File: config.mk
export PLATFORM = sky130hd
export DESIGN_NAME = cpu_core
export DESIGN_NICKNAME = d
export VERILOG_FILES = /design/src/rtl/cpu_core.sv
export SDC_FILE = /design/constraint.sdc
export NUM_CORES = 1
export LEC_CHECK = 0
export ABC_AREA = 1
export CAP_MARGIN = 20
export CORE_ASPECT_RATIO = 0.6
export CORE_MARGIN = 3
export CORE_UTILIZATION = 30
export DETAILED_ROUTE_END_ITERATION = 6
export DONT_BUFFER_PORTS = 1
export HOLD_SLACK_MARGIN = 0.15
export PLACE_DENSITY = 0.48
export SLEW_MARGIN = 20
export SYNTH_ARGS = -nofsm -noshare
export SYNTH_HDL_FRONTEND = slang
export SYNTH_SLANG_ARGS = --single-unit
File: constraint.sdc
create_clock -name clk -period 3.01 [get_ports clk]
set_input_delay 0.301 -clock clk [delete_from_list [all_inputs] [get_ports clk]]
set_output_delay 0.301 -clock clk [all_outputs]
set_load 0.05 [all_outputs]
File: src/rtl/cpu_core.sv
// 6502-subset CPU core fetching from an external synchronous memory port.
// Read data for a request arrives on mem_rdata one cycle later, so operands are consumed from it.
module cpu_core #(
  parameter int unsigned       ADDR_W   = 16,
  parameter logic [ADDR_W-1:0] RESET_PC = '0
) (
  input  logic              clk,
  input  logic              rst_n,
  output logic [ADDR_W-1:0] mem_addr,
  output logic              mem_rd,
  output logic              mem_wr,
  output logic [7:0]        mem_wdata,
  input  logic [7:0]        mem_rdata,
  output logic [7:0]        A,
  output logic [7:0]        X,
  output logic [7:0]        Y,
  output logic [7:0]        P,
  output logic [ADDR_W-1:0] PC,
  output logic              sync,
  output logic              halted,
  output logic              illegal
);

  typedef enum logic [2:0] {StFetch, StDecode, StOpLo, StOpHi, StMemRd, StHalt} state_e;
  typedef enum logic [2:0] {ClsNone, ClsImp, ClsImm, ClsBr, ClsZpLd, ClsZpSt, ClsAbs, ClsBrk} cls_e;

  localparam logic [ADDR_W-1:0] PcOne = ADDR_W'(1);

  state_e            state_q;
  logic [ADDR_W-1:0] pc_q;
  logic [7:0]        a_q, x_q, y_q, ir_q, op1_q;
  logic              n_q, z_q, c_q, illegal_q;

  function automatic cls_e classify(input logic [7:0] op);
    cls_e cls;
    case (op)
      8'hE8, 8'hC8, 8'hCA, 8'h88, 8'hAA, 8'h8A, 8'h18, 8'h38, 8'hEA: cls = ClsImp;
      8'hA9, 8'hA2, 8'hA0, 8'h69, 8'hC9:                             cls = ClsImm;
      8'hF0, 8'hD0, 8'hB0, 8'h90:                                    cls = ClsBr;
      8'hA5, 8'hA6, 8'hA4:                                           cls = ClsZpLd;
      8'h85, 8'h86:                                                  cls = ClsZpSt;
      8'hAD, 8'hAE, 8'hAC, 8'h8D, 8'h8E, 8'h4C:                      cls = ClsAbs;
      8'h00:                                                         cls = ClsBrk;
      default:                                                       cls = ClsNone;
    endcase
    return cls;
  endfunction

  function automatic logic [1:0] nz(input logic [7:0] v);
    return {v[7], v == 8'h00};
  endfunction

  cls_e              dec_cls, ir_cls;
  logic              is_jmp, is_abs_store, br_take, rd_c, wr_c;
  logic [ADDR_W-1:0] zp_addr, ea, br_target, addr_c;
  logic [8:0]        adc_sum;
  logic [7:0]        cmp_diff, x_inc, x_dec, y_inc, y_dec;

  assign dec_cls      = classify(mem_rdata);
  assign ir_cls       = classify(ir_q);
  assign is_jmp       = (ir_q == 8'h4C);
  assign is_abs_store = (ir_q == 8'h8D) || (ir_q == 8'h8E);
  assign zp_addr      = ADDR_W'(mem_rdata);
  assign ea           = ADDR_W'({mem_rdata, op1_q});
  assign br_target    = pc_q + {{(ADDR_W-8){mem_rdata[7]}}, mem_rdata};
  assign adc_sum      = {1'b0, a_q} + {1'b0, mem_rdata} + {8'b0, c_q};
  assign cmp_diff     = a_q - mem_rdata;
  assign x_inc        = x_q + 8'd1;
  assign x_dec        = x_q - 8'd1;
  assign y_inc        = y_q + 8'd1;
  assign y_dec        = y_q - 8'd1;

  always_comb begin
    case (ir_q)
      8'hF0:   br_take = z_q;
      8'hD0:   br_take = !z_q;
      8'hB0:   br_take = c_q;
      default: br_take = !c_q;
    endcase
  end

  // Bus requests; in OPLO/OPHI the operand byte is still on mem_rdata.
  always_comb begin
    addr_c = pc_q;
    rd_c   = 1'b0;
    wr_c   = 1'b0;
    unique case (state_q)
      StFetch:  rd_c = 1'b1;
      StDecode: rd_c = dec_cls inside {ClsImm, ClsBr, ClsZpLd, ClsZpSt, ClsAbs};
      StOpLo: begin
        if (ir_cls == ClsZpLd || ir_cls == ClsZpSt) begin
          addr_c = zp_addr;
          rd_c   = (ir_cls == ClsZpLd);
          wr_c   = (ir_cls == ClsZpSt);
        end else begin
          rd_c = (ir_cls == ClsAbs);
        end
      end
      StOpHi: begin
        if (!is_jmp) begin
          addr_c = ea;
          rd_c   = !is_abs_store;
          wr_c   = is_abs_store;
        end
      end
      default: ;
    endcase
  end

  assign mem_addr  = addr_c;
  assign mem_rd    = rd_c & rst_n;
  assign mem_wr    = wr_c & rst_n;
  assign mem_wdata = ir_q[1] ? x_q : a_q;

  always_ff @(posedge clk or negedge rst_n) begin
    if (!rst_n) begin
      state_q   <= StFetch;
      pc_q      <= RESET_PC;
      a_q       <= 8'h00;
      x_q       <= 8'h00;
      y_q       <= 8'h00;
      ir_q      <= 8'h00;
      op1_q     <= 8'h00;
      n_q       <= 1'b0;
      z_q       <= 1'b0;
      c_q       <= 1'b0;
      illegal_q <= 1'b0;
    end else begin
      illegal_q <= 1'b0;
      unique case (state_q)
        StFetch: begin
          pc_q    <= pc_q + PcOne;
          state_q <= StDecode;
        end
        StDecode: begin
          ir_q    <= mem_rdata;
          state_q <= StFetch;
          case (dec_cls)
            ClsImp: begin
              case (mem_rdata)
                8'hE8: begin x_q <= x_inc; {n_q, z_q} <= nz(x_inc); end
                8'hC8: begin y_q <= y_inc; {n_q, z_q} <= nz(y_inc); end
                8'hCA: begin x_q <= x_dec; {n_q, z_q} <= nz(x_dec); end
                8'h88: begin y_q <= y_dec; {n_q, z_q} <= nz(y_dec); end
                8'hAA: begin x_q <= a_q;   {n_q, z_q} <= nz(a_q);   end
                8'h8A: begin a_q <= x_q;   {n_q, z_q} <= nz(x_q);   end
                8'h18: c_q <= 1'b0;
                8'h38: c_q <= 1'b1;
                default: ;
              endcase
            end
            ClsBrk:  state_q <= StHalt;
            ClsNone: illegal_q <= 1'b1;
            default: begin
              pc_q    <= pc_q + PcOne;
              state_q <= StOpLo;
            end
          endcase
        end
        StOpLo: begin
          op1_q   <= mem_rdata;
          state_q <= StFetch;
          case (ir_cls)
            ClsImm: begin
              case (ir_q)
                8'h69: begin
                  {c_q, a_q} <= adc_sum;
                  {n_q, z_q} <= nz(adc_sum[7:0]);
                end
                8'hC9: begin
                  c_q <= (a_q >= mem_rdata);
                  z_q <= (a_q == mem_rdata);
                  n_q <= cmp_diff[7];
                end
                default: begin
                  // Low opcode bits select the target: 01 A, 10 X, 00 Y.
                  case (ir_q[1:0])
                    2'b01:   a_q <= mem_rdata;
                    2'b10:   x_q <= mem_rdata;
                    default: y_q <= mem_rdata;
                  endcase
                  {n_q, z_q} <= nz(mem_rdata);
                end
              endcase
            end
            ClsBr:   if (br_take) pc_q <= br_target;
            ClsZpLd: state_q <= StMemRd;
            ClsAbs: begin
              pc_q    <= pc_q + PcOne;
              state_q <= StOpHi;
            end
            default: ;
          endcase
        end
        StOpHi: begin
          if (is_jmp) begin
            pc_q    <= ea;
            state_q <= StFetch;
          end else if (is_abs_store) begin
            state_q <= StFetch;
          end else begin
            state_q <= StMemRd;
          end
        end
        StMemRd: begin
          case (ir_q[1:0])
            2'b01:   a_q <= mem_rdata;
            2'b10:   x_q <= mem_rdata;
            default: y_q <= mem_rdata;
          endcase
          {n_q, z_q} <= nz(mem_rdata);
          state_q    <= StFetch;
        end
        StHalt:  state_q <= StHalt;
        default: state_q <= StFetch;
      endcase
    end
  end

  assign A       = a_q;
  assign X       = x_q;
  assign Y       = y_q;
  assign P       = {n_q, 1'b0, 1'b1, 3'b000, z_q, c_q};
  assign PC      = pc_q;
  assign sync    = (state_q == StFetch);
  assign halted  = (state_q == StHalt);
  assign illegal = illegal_q;

endmodule

# == Yosys cells after proc, flatten, opt, wreduce, memory -nomap -nowiden ==
# Index checks and enable logic that the tools add are counted.
# classes
addsub,9
n_lt_le_gt_ge,1
n_eq_ne,92
mux,58
bitwise_logic,2
reduce_logical,42
# op_table
operator,count
$eq 8x8->1 const B,50
$mux 8,13
$pmux 8 s3,4
$mux 16,5
$logic_not 8->1,9
$pmux 16 s2,2
$pmux 16 s4,1
$pmux 3 s7,2
$eq 8x7->1 const B,4
$pmux 8 s2,2
$eq 3x3->1 const B,9
$reduce_and 5->1,5
$eq 3x2->1 const B,6
$reduce_or 9->1,2
$add 16x1->16 const B,1
$add 16x16->16,1
$add 8x1->8 const B,2
$eq 8x5->1 const B,2
$eq 8x6->1 const B,2
$sub 8x1->8 const B,2
$pmux 3 s5,1
$mux 1,12
$pmux 1 s2,6
$pmux 1 s6,2
other kinds (32),59
# totals
regBits,63
inputBits,10
output_inout_bits,77

# == Depth between registers and ports, before layout ==
# logic_depth
depth_word,8
depth_mapped,17
depth_no_buf,17

# == Worst setup path after synthesis ==
# No wires, ideal clock.
# synth_timing
kind,flip-flop to output port
from,reg ir_q[1]
to,out mem_rd
t_arrival_ps,2368
setup_slack_ps,341
stages_incl_launch_ff,14
path_buffers,2
cell_sequence,dfrtp_1 inv_1 ha_1 buf_2 nor2_1 inv_1 nand3_1 and2_4 nand2_2 buf_4 inv_2 nand2_1 nand2_1 a31oi_1
# synth_between
elab_chain_cells,8
elab_cells_between_ends,47
cone_classes,eq/ne: 32; mux: 4; bitwise: 1; reduce/logical: 10
# synth_lines
element,line_no,source
"start, declared",31,"logic [7:0] a_q, x_q, y_q, ir_q, op1_q;"
"start signal, assigned",136,ir_q <= mem_rdata;
"$eq 8x8->1, or another cell as far along",36,case (op)
"$reduce_or 9->1, or another cell as far along",36,
$pmux 3 s7,36,
"$eq 3x3->1, on equally long branches","91, 93",
$logic_or 1x1->1,91,if (ir_cls == ClsZpLd || ir_cls == ClsZpSt) begin
$mux 1,91,
$pmux 1 s4 *,87,unique case (state_q)
$and 1x1->1 *,111,assign mem_rd = rd_c & rst_n;
"end, declared",10,"output logic mem_rd,"
# Mark *: on every way between the ends. The rest lies on a longest branch, timed or not.

# == Worst setup path in the final report ==
# layout_timing
from,reg ir_q[1]
to,out mem_addr[1]
# layout_between
elab_chain_cells,7
elab_cells_between_ends,43
cone_classes,eq/ne: 31; mux: 4; reduce/logical: 8
# layout_lines
element,line_no,source
"$eq 8x8->1, or another cell as far along",36,
"$reduce_or 9->1, or another cell as far along",36,
$pmux 3 s7,36,
$eq 3x3->1,91,
$logic_or 1x1->1,91,
$mux 16,91,
$pmux 16 s2 *,87,
"end, declared",9,"output logic [ADDR_W-1:0] mem_addr,"
# Marked as above.

==> run_results.csv <==
group,metric,value,unit
outcome,status,"finished, violations left",
outcome,violations,"design-rule violations",
route,num_vias,8783,
setup_path,crit_required,2.71,ns
final_layout,final_nets,1355,
sta,fin_tns_setup,0,ns
global_route,grt_pass1_vias,7783,
setup_path,r2r-start,"state_q[2]$_DFF_PN0_",
sta,tightest_slew,0.694,ns
clock_network,cts-buffers-inserted,9,
route,routed_via_density,5.40,
placement,portBuffers,0,
synthesis,ys_top_cells_by_area,"dfrtp_1 (21%), nand2_1 (17%), nand3_1 (8.8%)",
synthesis,syn_avg_cell_area,6.12,sq um
global_route,grt_max_degree,64,
sta,fin_crit,2.85,ns
sta,relSlewSlack,53.7,%
placement,place.gp.congestion,0.953,
setup_path,cp_max_fo,9,
route,drtPass1Iterations,7,
route,drtIter0Drc,1067,
worst_hold_path,holdPathEnd,"PC[15]$_DFFE_PN0P_",
final_layout,fillers,2687,
synthesis,synthCells,1250,
placement,hpwl,23.7,mm
final_layout,diodes,0,
floorplanning,core,0.0246,sq mm
route,wirelength,31.7,mm
worst_hold_path,hp-start,"mem_rdata[7]",
sta,post-route-period-util,94.6,%
route,final_antenna_net_count,0,
floorplanning,pin_count,87,
global_route,grt_pass1_wl,48.0,mm
synthesis,netlist_area,0.00765,sq mm
clock_network,postCtsSetupRepairBufs,0,
power_and_ir_drop,p_leak,0.00441,uW
sta,drv_slew,0,
synthesis,synth_edf_count,0,
floorplanning,die_y,130,um
global_route,antenna_found_initial,1,
setup_path,r2r-end,"X[4]$_DFFE_PN0P_",
clock_network,htreeDepth,3,
worst_hold_path,whs_path_depth,4,
sta,fin_skew,0.00975,ns
setup_path,reg2reg_slack,0.45,ns
sta,max_freq,0.351,GHz
setup_path,r2r_cells,11,
synthesis,synth.distinct_cells,46,
synthesis,yosysSeqAreaShare,20.6,%
sta,finalHoldViolCount,0,
clock_network,clk_pin_slew,0.06,ns
floorplanning,die_width,212,um
setup_path,endpoint_kind,"output port",
synthesis,ys_ff_latch,63,
clock_network,cts_root_buffer,"clkbuf_16",
power_and_ir_drop,ir_worst_vdd,0.510,mV
sta,rsz0062_at_grt,"no",
global_route,grt_overflow,0,
worst_hold_path,hp-class,"input port to register",
global_route,grtUsageTotal,23.1,%
clock_network,cts_tree,"yes",
setup_path,startpoint,"ir_q[1]$_DFFE_PN0P_",
synthesis,ys_warn_count,0,
setup_path,startpoint_type,"register",
setup_path,arrival,2.55,ns
synthesis,netlist_top_cells_count,"nand2_1 (350), inv_1 (138), nand3_1 (134)",
clock_network,cts.path.max_buffers,2,
route,drc,1,
final_layout,drive_above_1_share,12.6,%
floorplanning,dieArea,0.0275,sq mm
route,wl_per_cell,19.5,um
flow_run,maxCapViolCount,0,
synthesis,synth_top_flop_cell,"dfrtp_1",
synthesis,synth_largest_area_cell,"dfrtp_1",
setup_path,critPathKind,"register to output port",
synthesis,yosysMostFrequentCell,"nand2_1",
power_and_ir_drop,power_density,1050,mW/mm^2
synthesis,synth_top_area_share,20.6,%
clock_network,cts.sinks,63,
floorplanning,row_count,44,
floorplanning,initial_core_util,31.1,%
sta,finalSetupViolCount,0,
power_and_ir_drop,p_total,9300,uW
final_layout,synthToLayoutAreaGrowth,15.9,%
clock_network,clk_latency,0.36,ns
synthesis,async_reset_ff_share,100,%
[worst max-delay path by stage]
stage / end / cells after the start / slack, ns
floorplan: mem_rd / 13 / 0.34
global placement: mem_addr[1] / 11 / 0.46
detailed placement: mem_addr[1] / 11 / 0.42
CTS: mem_addr[1] / 11 / 0.01
global route: mem_rd / 13 / 0.02
finish: mem_addr[1] / 11 / 0.16
[logic make-up (layout without fill, tap and decap cells)]
logic type	count (synthesis)	after routing	synth area share [%]
buf+inv	213	265	12.1
other cells	2	5	0.0982
simple gates	680	680	39.9
flops	63	63	20.6
compound gates	222	222	16.8
xor+xnor	25	25	2.86
fa+ha+maj	45	45	7.66
[layout make-up]
class | count | area (sq um) | area share, %
multi-input cells | 977 | 5180 | 58.4
inverters | 163 | 629 | 7.10
clock buffers | 9 | 225 | 2.54
clock inverters | 7 | 97.6 | 1.10
flip-flops and latches | 63 | 1580 | 17.8
well taps | 322 | 403 | 4.55
repair buffers | 86 | 751 | 8.47
[critical path, cell delays in order (launching register included)]
cell     delay [ns]
dfrtp_1        0.40
inv_1          0.11
ha_2           0.24
inv_1          0.08
a21oi_1        0.19
nand2_1        0.19
nand2_4        0.16
buf_4          0.19
a21oi_1        0.08
o21ai_0        0.14
nand3_1        0.21
buf_12         0.20
[through the flow]
| stage | std cells | worst slack, ns | hold WS [ns] | utilization, % | cell area [sq um] |
|---|---|---|---|---|---|
| after floorplan | 1253 | 0.341 | 0.00541 | - | 7660 |
| after global routing | 1627 | 0.0153 | 0.249 | 36.0 | 8860 |
| final | 1627 | 0.164 | 0.197 | 36.0 | 8860 |
| after detailed placement | 1601 | 0.424 | 0.00851 | 34.1 | 8400 |
| after global placement | 1601 | 0.462 | 0.00815 | 34.1 | 8400 |
| after CTS | 1627 | 0.0108 | 0.171 | 35.9 | 8840 |
[layout by cell type, fill, tap and decap left out, drive strengths merged]
cell	count
nor2	112
ha	42
a21oi	36
buf	77
bufinv	2
o221ai	27
o21bai	3
o2111ai	3
o21ai	128
clkinvlp	2
nand2	369
nor3	23
and2	1
o211ai	8
nand3	138
a31oi	5
inv	161
xnor2	4
dlygate4sd3	9
nand4	26
nand3b	4
xor2	21
fa	3
dfrtp	63
clkbuf	9
nor4	1
a211oi	2
o22ai	7
conb	5
clkinv	5
a21o	1
or2	6
o31ai	2
[per-layer routing]
layer,routed length [um],track usage [%],share of wire (%),vias to the layer above
li1,-,-,-,4224
met1,16100,37.1,51,4099
met2,11500,28.9,36,421
met3,3630,6.75,11,39
met4,500,5.35,1.6,0
met5,0,0,0,-
[registers in the layout, summed over array words and instances, names as in the netlist]
register / cells
A: 8
PC: 16
X: 8
Y: 8
c_q: 1
illegal: 1
ir_q: 8
n_q: 1
op1_q: 8
state_q: 3
z_q: 1
[report_power, final]
part	switching (uW)	internal (uW)
combinational	4390	1850
clock	458	726
sequential	687	1190
[repair_timing]
| action | CTS | global route |
|---|---|---|
| hold buffers | 10 | 0 |
| gates resized for setup | 0 | 5 |
| endpoints found under the hold margin | 79 | 0 |
| setup endpoints to repair | 0 | 15 |
Note: power is estimated with default switching activity, not from simulation.
